[config.mk]
export PLATFORM = sky130hd
export DESIGN_NAME = demux_rr
export DESIGN_NICKNAME = d
export VERILOG_FILES = /design/src/rtl/demux_rr.sv
export SDC_FILE = /design/constraint.sdc
export NUM_CORES = 1
export LEC_CHECK = 0
export CAP_MARGIN = 0
export CORE_MARGIN = 2
export CORE_UTILIZATION = 30
export CTS_BUF_LIST = sky130_fd_sc_hd__clkbuf_8 sky130_fd_sc_hd__clkbuf_16
export DETAILED_ROUTE_END_ITERATION = 12
export PLACE_DENSITY_LB_ADDON = 0.3
export SLEW_MARGIN = 10
export SYNTH_ARGS = -nofsm -noshare
export SYNTH_HDL_FRONTEND = slang
export SYNTH_SLANG_ARGS = --single-unit
[constraint.sdc]
create_clock -name clk -period 2.24 [get_ports clk]
set_input_delay 0.448 -clock clk [delete_from_list [all_inputs] [get_ports clk]]
set_output_delay 0.448 -clock clk [all_outputs]
set_load 0.05 [all_outputs]
[src/rtl/demux_rr.sv]
// 1:2 receive-side demultiplexer with a small FIFO per channel; round-robin routing by default.
// Define DEMUX_ID_ROUTE_EN to route each word by data_in[7] instead of the alternating selector.
module demux_rr #(
  parameter int DEPTH = 4,
  parameter int AW    = 2
) (
  input  logic       clk,
  input  logic       reset,
  input  logic [7:0] data_in,
  input  logic       valid_in,
  output logic       ready_in,
  output logic [7:0] data_out_0,
  output logic       valid_out_0,
  input  logic       ready_0,
  output logic [7:0] data_out_1,
  output logic       valid_out_1,
  input  logic       ready_1,
  output logic       full_0,
  output logic       full_1
);

  localparam logic [AW:0] CNT_FULL = (AW+1)'(DEPTH);

  logic          sel_q, sel_d;
  logic [7:0]    mem_q    [2][DEPTH];
  logic [AW-1:0] wr_ptr_q [2];
  logic [AW-1:0] wr_ptr_d [2];
  logic [AW-1:0] rd_ptr_q [2];
  logic [AW-1:0] rd_ptr_d [2];
  logic [AW:0]   cnt_q    [2];
  logic [AW:0]   cnt_d    [2];

  logic       tgt;
  logic       accept;
  logic [1:0] push, pop, full, nonempty, rdy;

  assign rdy = {ready_1, ready_0};

  always_comb begin
    full     = '0;
    nonempty = '0;
    for (int c = 0; c < 2; c++) begin
      full[c]     = (cnt_q[c] == CNT_FULL);
      nonempty[c] = (cnt_q[c] != '0);
    end
  end

`ifdef DEMUX_ID_ROUTE_EN
  assign tgt = data_in[7];
`else
  assign tgt = sel_q;
`endif

  // Stall decision uses the registered count only; a same-cycle pop never frees the slot.
  assign ready_in = ~full[tgt];
  assign accept   = valid_in & ready_in;

  always_comb begin
    push  = '0;
    pop   = '0;
    sel_d = sel_q;
    for (int c = 0; c < 2; c++) begin
      push[c]     = accept & (tgt == 1'(c));
      pop[c]      = nonempty[c] & rdy[c];
      wr_ptr_d[c] = wr_ptr_q[c] + AW'(push[c]);
      rd_ptr_d[c] = rd_ptr_q[c] + AW'(pop[c]);
      cnt_d[c]    = cnt_q[c] + (AW+1)'(push[c]) - (AW+1)'(pop[c]);
    end
`ifndef DEMUX_ID_ROUTE_EN
    if (accept) sel_d = ~sel_q;
`endif
  end

  always_ff @(posedge clk) begin
    if (reset) begin
      sel_q <= 1'b0;
      for (int c = 0; c < 2; c++) begin
        wr_ptr_q[c] <= '0;
        rd_ptr_q[c] <= '0;
        cnt_q[c]    <= '0;
        for (int i = 0; i < DEPTH; i++) mem_q[c][i] <= 8'h00;
      end
    end else begin
      sel_q <= sel_d;
      for (int c = 0; c < 2; c++) begin
        wr_ptr_q[c] <= wr_ptr_d[c];
        rd_ptr_q[c] <= rd_ptr_d[c];
        cnt_q[c]    <= cnt_d[c];
        if (push[c]) mem_q[c][wr_ptr_q[c]] <= data_in;
      end
    end
  end

  assign data_out_0  = mem_q[0][rd_ptr_q[0]];
  assign data_out_1  = mem_q[1][rd_ptr_q[1]];
  assign valid_out_0 = nonempty[0];
  assign valid_out_1 = nonempty[1];
  assign full_0      = full[0];
  assign full_1      = full[1];

endmodule

# Word level (Yosys, flattened, before mapping)
# Memory sizes are Yosys's and may differ from the RTL's.
# Cells that the tools add are included.
# W data, S select, Z words.
[word_totals]
ram_bits = 78
rom_bits = 0
word_cells = 198
mem_count = 4
register_bits = 1
out_inout_bits = 21
latch_bits = 0
[memory_table]
columns = ["name", "depth", "word_bits", "read_ports", "rd_clocked_by_memory_dff", "write_ports", "line", "text"]
rows = [
  ["mem_q", 2, 32, 2, 0, 2, "25", "logic [7:0] mem_q [2][DEPTH];"],
  ["cnt_q", 2, 3, 2, 0, 2, "30", "logic [AW:0] cnt_q [2];"],
  ["rd_ptr_q", 2, 2, 2, 0, 2, "28", "logic [AW-1:0] rd_ptr_q [2];"],
  ["wr_ptr_q", 2, 2, 2, 0, 2, "26", "logic [AW-1:0] wr_ptr_q [2];"],
]
[op_classes]
order_cmp = 7
div = 0
n_bitwise = 81
n_eq_ne = 2
n_reduce_logical = 4
shifts = 0
multipliers = 0
mux = 91
addsub = 8
[ops]
columns = ["op", "n"]
rows = [
  ["$mux W1", 73],
  ["$or A1 B1 Y1", 70],
  ["$mux W32", 2],
  ["$mux W8", 6],
  ["$bmux W8 S2", 2],
  ["$demux W8 S2", 2],
  ["$ge A3 B3 Y1 const B", 4],
  ["$not A2 Y3", 4],
  ["$add A2 B1 Y2", 4],
  ["$mux W2", 4],
  ["$add A3 B1 Y3", 2],
  ["$eq A3 B3 Y1 const B", 2],
  ["$lt A3 B1 Y1 const B", 2],
  ["$mux W3", 2],
  ["$reduce_bool A3 Y1", 2],
  ["$sub A3 B1 Y3", 2],
  ["$and A1 B1 Y1", 5],
  ["$logic_and A1 B1 Y1", 2],
  ["$lt A1 B2 Y1 const B", 1],
  ["$not A1 Y1", 2],
]

# Longest topological paths before layout
# Gate-level depths: netlist (run 1).
[depth]
word_depth = 10
ltp_mapped = 7
ltp_nobuf = 7

# Worst setup path after synthesis (run 1)
# OpenSTA, ideal clock, no wires.
[synth_timing]
path_type = "register -> register"
start = "memory cnt_q[0][2] (netlist name)"
end = "memory cnt_q[0][2] (netlist name)"
path_stages_with_launch = 7
t_arrival_ns = 2.188
synth_period_minus_slack_ns = 2.315
path_slack_ns = -0.075
required_time_ns = 2.113
setup_time_ns = 0.127
path_cell_list = "dfxtp_1 > nor3b_4 > nor3b_1 > ha_1 > fa_1 > xnor2_1 > nor2_1"
[synth_lines]
columns = ["item", "line"]
rows = [
  ["start: declaration", "30"],
]

==> metrics.txt, run 1 <==
Worst R2R Setup Slack=0.31 ns; die area=13,080 µm²; H-Tree Depth=3; Hold EP=rd_ptr_q[0][0]; reg2reg path depth=7; gpl congestion=0.7182; nets@finish=320; Area growth syn-to-layout=28.65%; clock sink total=79; f_max=472.7 MHz; first-pass GRT wire length=11,590 µm; Setup Crit Path Kind=flop to output pin; Period Utilization, post-route=94.44%; max-cap violations=0; final period demand of the worst path=2.116 ns; switching power share of the total=34.54%; distinct cell type count after synthesis=31; Routed Antenna Nets=0; startpoint types=flop; Final Util=39.31%; Max VDD drop=565.3 µV; Power per Cell Area=1101 nW/µm²; diode count=0; Hold-fix buffers, CTS=0; r2r startpoint=cnt_q[0][3]; sequential share of power=37.0%; Placement Setup Slack=0.006172 ns; post-synthesis register bit count=79; die width=114.4 µm; commonest non-fill, non-tap cells in the layout=64 x and2_1, 64 x edfxtp_1, 35 x buf_4, 16 x mux4_2, 15 x dfxtp_1; crit path from=rd_ptr_q[0][0]; combinational power share=35.1%; Post-Place Cell Area=4407 µm²; vias in the first global route=2,134; final instance area=4702 µm²; Setup Skew=0.005067 ns; wire per inst=15.47 µm; Net Sw Power=1.789 mW; Starting Density=30.55%; WL final=7009 µm; Cell Area, Synth=3655 µm²; final setup vio count=0; CP Max Fanout=8; hold_sp=rd_ptr_q[0][0]; largest net degree at the start of global routing=15; Worst Hold Depth=2; number of CTS-inserted buffers=9; Hold Vio Cnt, Final=0; GRT overflow=0; Pre-Repair DR Iteration Count=4; clock share of power=28.0%; most frequent CP cell=buf_4; hpwl dp=4958 µm; Clock Root Buffer=clkbuf_16; Leak=1.730 nW; Die Ht=114.4 µm; RSZ-0062 raised after global routing=no; Port Buffer Count=33; CP max-delay cell=mux4_2; Worst-Margin Slew=0.4995 ns; CP Data Arrival Time=1.67 ns; worst min-delay path class=flop to flop; reg-to-reg endpoint=cnt_q[0][5]; status=finished, final reports clean; fraction of layout cells with a size suffix above 1=29.74%; Slew HR=66.66%; sequential fraction of the synthesis area=60.80%; clk slew on worst S/H paths=0.06 ns; clk_lat worst skew=0.33 ns; CP Capture Type=output pin; Tot GR Track Use=11.91%; syn_area_per_cell=15.36 µm²; I/O pins=34; Synthesized Nets=257; Setup TNS=0 ns; CP max stage delay=0.53 ns; YS warnings=0; initial antenna violation count=0; Post-Syn Instances=238; Vias/cell=4.442; DR DRC count=0; DR iter-0 viols=115; CTS max path bufs=2; Vias=2,012; number of core rows=40; Int Pwr=3.390 mW; fin. max-slew vios=0; setup ws final=0.1244 ns; required time worst endpoint=1.79 ns; CTS tree=done; CORE AREA=11,960 µm²; Fillers=1,112; worst path cell trace=buf_4 -> mux4_2 -> buf_4
[routing by layer]
layer | global-route usage (%) | vias to the layer above | wire length, µm
met3 | 2.912 | 9 | 283
met4 | 4.390 | 0 | 119
met2 | 19.37 | 36 | 3382
met5 | 0 | - | 0
li1 | - | 997 | -
met1 | 15.49 | 970 | 3224
[through the flow]
step	hold WS, ns	instances	power, mW
floorplan	0.5196	238	3.201
global placement	0.5179	437	3.789
detailed placement	0.5306	437	3.810
CTS	0.5447	453	5.253
global route	0.5658	453	5.427
finish	0.5395	453	5.178
[Yosys cell counts, drive strengths merged]
cell type	number	area share, %
nor4	2	1.2
inv	5	0.51
mux4	16	9.9
fa	2	1.1
o31ai	2	0.41
nor2b	7	1.2
xnor2	6	1.4
nand3b	1	0.21
nor2	9	0.92
o32ai	1	0.24
or2	8	1.4
edfxtp	64	53
xor2	4	0.96
or3	2	0.34
nand2	3	0.31
mux2i	1	0.27
buf	2	0.27
nor3	2	0.72
o311ai	2	0.48
ha	4	1.4
nand3	2	0.27
or3b	1	0.31
nor4b	4	2.6
nor3b	3	1.2
clkbuf	4	0.41
and2	64	11
o21ai	2	0.27
dfxtp	15	8.2
[power by group through the flow]
stage	Combinational (mW)	Sequential, mW	Clock [mW]
2_1_floorplan	1.32	1.88	0
3_3_place_gp	1.85	1.94	0
3_5_place_dp	1.86	1.95	0
4_1_cts	1.85	1.92	1.49
5_1_grt	1.95	1.94	1.54
6_report	1.82	1.91	1.45
[flip-flops by register name (all words and copies together), names as in the netlist]
signal    flops
cnt_q         6
sel_q         1
rd_ptr_q      4
wr_ptr_q      4
mem_q        64
[kinds of logic after synthesis]
| kind of cell | after synthesis | synth area share, % |
|---|---|---|
| fa+ha+maj | 6 | 2.465 |
| compound gates | 7 | 1.404 |
| simple gates | 108 | 21.60 |
| mux | 17 | 10.13 |
| buf+inv | 11 | 1.198 |
| flops | 79 | 60.80 |
| xor+xnor | 10 | 2.396 |
[area by class of cell]
class	instances	area (µm²)	share of cell area, %
inverters	5	18.77	0.3991
clock buffers	9	225.2	4.790
repair buffers	58	580.6	12.35
multi-input cells	148	1399	29.75
clock inverters	7	72.57	1.543
well taps	147	183.9	3.912
flip-flops and latches	79	2222	47.26
[critical path, delay by kind of cell, from the launching register on]
family                 cells  cell delay (ns)
buffers and inverters      2             0.44
muxes                      1             0.53
DFF                        1             0.36
[worst max-delay path by stage]
stage,to,cells past startpoint,slack [ns]
floorplan,ready_in,2,-0.03
global placement,mem_q[0][22],5,0.03
detailed placement,mem_q[0][21],5,0.006
CTS,data_out_0[1],3,0.09
global route,data_out_0[0],3,0.03
finish,data_out_0[0],3,0.12
[repair_timing]
action                                  in CTS  in global routing
gates resized for setup                      2                  0
setup buffers                                0                  0
endpoints found under the setup margin       2                  0
No activity file was read; power rests on OpenSTA's default activity.
==> run 2, diff against run 1 <==
--- a/config.mk
+++ b/config.mk
@@ -11,6 +11,7 @@
 export CTS_BUF_LIST = sky130_fd_sc_hd__clkbuf_8 sky130_fd_sc_hd__clkbuf_16
 export DETAILED_ROUTE_END_ITERATION = 12
 export PLACE_DENSITY_LB_ADDON = 0.3
+export SKIP_LAST_GASP = 1
 export SLEW_MARGIN = 10
 export SYNTH_ARGS = -nofsm -noshare
 export SYNTH_HDL_FRONTEND = slang
==> results of run 2 <==
Final layout, timing and power as in run 1 (identical DEF).
==> run 3, diff against run 2 <==
==> constraint.sdc (replaced) <==
create_clock -name clk -period 2.1 [get_ports clk]
set_input_delay 0.42 -clock clk [delete_from_list [all_inputs] [get_ports clk]]
set_output_delay 0.42 -clock clk [all_outputs]
set_load 0.05 [all_outputs]
==> metrics.txt, run 3 (synthesis results as in run 1) <==
CP endpoint=data_out_1[3]; H-Tree Depth=3; fin. max-slew vios=0; initial antenna violation count=0; Setup Crit Path Kind=flop to output pin; multi-input combinational cell area=1404 µm²; Worst R2R Setup Slack=0.22 ns; RSZ-0062 raised after global routing=no; Tot GR Track Use=11.87%; Top Registers=mem_q: 64 flops, cnt_q: 6 flops; clk slew on worst S/H paths=0.06 ns; GRT overflow=0; final instance area=4748 µm²; CP Data Arrival Time=1.59 ns; reg2reg path depth=6; final period demand of the worst path=2.011 ns; status=finished, final reports clean; Die Ht=114.4 µm; CTS tree=done; CP max stage delay=0.64 ns; fraction of layout cells with a size suffix above 1=33.55%; Leak=1.771 nW; max-cap violations=0; CP Capture Type=output pin; worst min-delay path class=flop to flop; Hold Vio Cnt, Final=0; required time worst endpoint=1.68 ns; WL final=7085 µm; clk_lat worst skew=0.34 ns; CTS max path bufs=2; Post-Place Cell Area=4417 µm²; Max VDD drop=698.4 µV; Register Area=2232 µm²; Port Buffer Count=33; commonest non-fill, non-tap cells in the layout=64 x and2_1, 64 x edfxtp_1, 47 x buf_4, 16 x mux4_2; largest net degree at the start of global routing=14; CP Max Fanout=9; f_max=497.4 MHz; Clock Root Buffer=clkbuf_16; Starting Density=30.55%; r2r startpoint=cnt_q[0][0]; clock sink total=79; Area growth syn-to-layout=29.92%; worst path cell trace=mux4_2 -> buf_4; first-pass GRT wire length=11,540 µm; Vias/cell=4.459; CP max-delay cell=dfxtp_1; CORE AREA=11,960 µm²; startpoint types=flop; Setup Skew=0.01039 ns; Pre-Repair DR Iteration Count=4; Placement Setup Slack=-0.1109 ns; Hold-fix buffers, CTS=0; DR iter-0 viols=70; largest reg by FF count=mem_q; Slew HR=66.03%; gpl congestion=0.7498; Vias=2,051; die width=114.4 µm; I/O pins=34; crit path from=rd_ptr_q[0][3]; setup ws final=0.08941 ns; wire per inst=15.40 µm; DR DRC count=0; Period Utilization, post-route=95.74%; Fillers=1,124; vias in the first global route=2,120; final setup vio count=0; max reg flops=64; worst hold slack=0.5226 ns; nets@finish=327; reg-to-reg endpoint=cnt_q[0][1]; number of CTS-inserted buffers=9; Power per Cell Area=1192 nW/µm²; number of core rows=40; die area=13,080 µm²; Routed Antenna Nets=0; diode count=0; hpwl dp=5199 µm; Worst-Margin Slew=0.5088 ns
[run 3: cell types whose count changed in the layout (fill, tap and decap cells not counted), moves of 2 or more]
cell / delta
inv_1: +2
clkinvlp_4: -2
clkbuf_16: +3
dfxtp_2: +5
fa_1: -2
dfxtp_1: -6
buf_4: +12
fa_2: +2
buf_12: -4
clkinv_2: -2
dlygate4sd2_1: -2
[run 3: how the worst min path moves through the flow]
| stage | cells after the start | to | slack, ns | from |
|---|---|---|---|---|
| floorplan | 1 | cnt_q[0][1] | 0.48 | reset |
| global placement | 2 | rd_ptr_q[0][0] | 0.52 | rd_ptr_q[0][0] |
| detailed placement | 2 | rd_ptr_q[0][0] | 0.53 | rd_ptr_q[0][0] |
| CTS | 2 | rd_ptr_q[0][0] | 0.57 | rd_ptr_q[0][0] |
| global route | 2 | rd_ptr_q[0][0] | 0.57 | rd_ptr_q[0][0] |
| finish | 2 | rd_ptr_q[0][0] | 0.52 | rd_ptr_q[0][0] |
[run 3: report_power, final]
part	total (mW)	internal [mW]	switching, mW
sequential	2.06	1.88	0.180
clock	1.63	1.04	0.589
combinational	1.97	0.856	1.12
[run 3: critical path, delay by kind of cell, from the launching register on]
| family | cells | cell delay (ns) |
|---|---|---|
| DFF | 1 | 0.64 |
| muxes | 1 | 0.40 |
| buffers and inverters | 1 | 0.21 |
[run 3: area by class of cell]
type	count	share of cell area, %
multi-input cells	148	29.57
inverters	5	0.3953
clock buffers	13	6.614
repair buffers	65	12.31
well taps	147	3.874
flip-flops and latches	79	47.01
clock inverters	3	0.2372
[run 3: metrics by stage]
| stage | util [%] | TNS [ns] | instances | power (mW) |
|---|---|---|---|---|
| 6_report | 39.70 | 0 | 460 | 5.662 |
| 5_1_grt | 39.70 | 0 | 460 | 5.921 |
| 4_1_cts | 39.68 | 0 | 460 | 5.729 |
| 3_5_place_dp | 36.92 | -2.458 | 444 | 4.087 |
| 2_1_floorplan | - | -0.3334 | 238 | 3.428 |
| 3_3_place_gp | 36.92 | -1.909 | 444 | 4.062 |
[run 3: layer usage]
layer | routed length (µm) | global-route usage (%) | share of wire, %
met1 | 3150 | 15.43 | 44
met4 | 122 | 4.878 | 1.7
met2 | 3572 | 19.13 | 50
met3 | 240 | 2.859 | 3.4
met5 | 0 | 0 | 0
[run 3: repair_timing]
action	CTS	global route
buffers inserted	0	0
setup endpoints to repair	3	4
gates resized for setup	1	2
==> variant, RTL diff (flow settings as in run 2) <==
Set the parameter `AW` to 3 (it was 2).
--- a/src/rtl/demux_rr.sv
+++ b/src/rtl/demux_rr.sv
@@ -4,3 +4,3 @@
   parameter int DEPTH = 4,
-  parameter int AW    = 2
+  parameter int AW    = 3
 ) (
Behaviour: not the same (a bounded check fails within 10 cycles, from zero or initial values and one cycle with reset high).
==> variant against run 2 <==
  * Wire length rose by 14%
  * Area after synthesis rose by 8.1%
  * Power increased by 5.4%
  * Setup slack worse by 0.033 ns
  * Sequential cell count rose by 4
  * Sequential share of layout area shrank 1.4 points
  * Final area increased by 6.8%
==> variant: results <==
export IMPL_run_status="completed"
export IMPL_reg2reg_setup_slack_ns=0.16
export IMPL_drt_initial_drc_count=108
export IMPL_vias_per_cell=4.40
export IMPL_mean_instance_size_in_the_synthesized_netlist_um2=13.8
export IMPL_design_final_nets=379
export IMPL_synth_net_count=316
export IMPL_pwr_group_combinational_uw=2020
export IMPL_timing_worst_slew_pin_value_ns=0.504
export IMPL_grt_use_total=0.124
export IMPL_worstSkewPairLatency_ns=0.33
export IMPL_min_path_type="reg2reg"
export IMPL_route_detailed_wl_per_inst_um=15.2
export IMPL_buffer_ports_inserted=33
export IMPL_place_area_um2=4740
export IMPL_worst_endpoint_arrival_ns=1.70
export IMPL_dpl_hpwl_mm=5.72
export IMPL_h_tree_depth=3
export IMPL_async_reset_ff_frac=0
export IMPL_drcViolationCount=0
export IMPL_post_layout_nonfiller_instances=526
export IMPL_cts_repair_timing_setup_buffer_count=0
export IMPL_setup_ws_ns=0.0918
export IMPL_place_worst_setup_slack_ns=-0.0330
export IMPL_grt_max_degree=18
export IMPL_seq_area_frac_synth=0.583
export IMPL_global_route_wire_length_before_repair_mm=13.4
export IMPL_biggestRegsByFlops="mem_q x64, cnt_q x8, wr_ptr_q x6"
export IMPL_clock_skew_ns=0.00459
export IMPL_whs_ns=0.550
export IMPL_synth_area_leaders="sky130_fd_sc_hd__edfxtp_1 (49%), sky130_fd_sc_hd__dfxtp_1 (9.6%), sky130_fd_sc_hd__mux4_2 (9.1%)"
export IMPL_clock_pin_slew_of_the_registers_on_the_worst_case_setup_and_hold_paths_ns=0.06
export IMPL_worstPathMaxFanout=7
export IMPL_gp_routability_congestion=0.746
export IMPL_cts_buffer_depth=2
export IMPL_count_of_unique_library_cells_instantiated_by_yosys=36
export IMPL_layout_drive_gt1_share=0.297
export IMPL_dpl_cell_count=511
export IMPL_number_of_antenna_violations_at_the_first_check_in_global_routing=0
export IMPL_first_pass_iters=4
export IMPL_number_of_global_route_vias_before_repair=2594
export IMPL_powerDensity_nw_per_um2=1090
export IMPL_cellLeakagePower_uw=0.00192
export IMPL_postCtsResizedCells=0
export IMPL_synthesis_yosys_warnings=0
export IMPL_synth_top_cells_by_count="sky130_fd_sc_hd__edfxtp_1 (64), sky130_fd_sc_hd__nor2_1 (49), sky130_fd_sc_hd__and2_1 (32)"
export IMPL_fill_cells=1266
export IMPL_cellInternalPower_uw=3580
export IMPL_routedLengthMet1_mm=3.77
export IMPL_power_frac_seq=0.367
export IMPL_synth_enable_flop_cells=64
export IMPL_clk_root_buffer_cell="sky130_fd_sc_hd__clkbuf_16"
export IMPL_met3RoutedLength_um=314
export IMPL_peakVddDrop_mv=0.751
export IMPL_cts_inserted_buffers=9
export IMPL_met2_length_mm=3.81
export IMPL_antennaDiodeCount=0
export IMPL_top_layer_in_use="met4"
## variant: cell families after synthesis
| kind of cell | Yosys count | share of synthesized area |
|---|---|---|
| xor+xnor | 4 | 0.00887 |
| simple gates | 130 | 0.207 |
| mux | 22 | 0.108 |
| buf+inv | 20 | 0.0200 |
| fa+ha+maj | 16 | 0.0545 |
| flops | 83 | 0.583 |
| compound gates | 12 | 0.0187 |
## variant: final cells by class
cell class,count,area (µm²),share of cell area
Clock inverter,6,58.8,0.0117
Multi-Input combinational cell,184,1600,0.319
Clock buffer,9,225,0.0448
Inverter,11,41.3,0.00822
Tap cell,172,215,0.0428
Timing Repair Buffer,61,579,0.115
Sequential cell,83,2300,0.458
## variant: worst paths after layout
kind / from / endpoint / cells past startpoint
setup reg to reg: cnt_q[0][6]$_SDFF_PP0_ / cnt_q[0][6]$_SDFF_PP0_ / 10
hold / removal: wr_ptr_q[0][5]$_SDFF_PP0_ / wr_ptr_q[0][5]$_SDFF_PP0_ / 2
hold reg to reg: wr_ptr_q[0][5]$_SDFF_PP0_ / wr_ptr_q[0][5]$_SDFF_PP0_ / 2
setup / recovery: cnt_q[0][3]$_SDFF_PP0_ / ready_in / 7
## variant: layer usage
layer,global-route usage,up-vias
met3,0.0328,9
met4,0.0379,0
met2,0.198,42
met1,0.164,1113
li1,-,1150
met5,0,-
## variant: critical path, cell delays in order (launching register included)
cell                      delay [ns]
sky130_fd_sc_hd__dfxtp_1        0.29
sky130_fd_sc_hd__inv_1          0.07
sky130_fd_sc_hd__ha_1           0.13
sky130_fd_sc_hd__or3b_1         0.38
sky130_fd_sc_hd__buf_6          0.16
sky130_fd_sc_hd__nor2_1         0.08
sky130_fd_sc_hd__a21oi_1        0.07
sky130_fd_sc_hd__buf_12         0.18
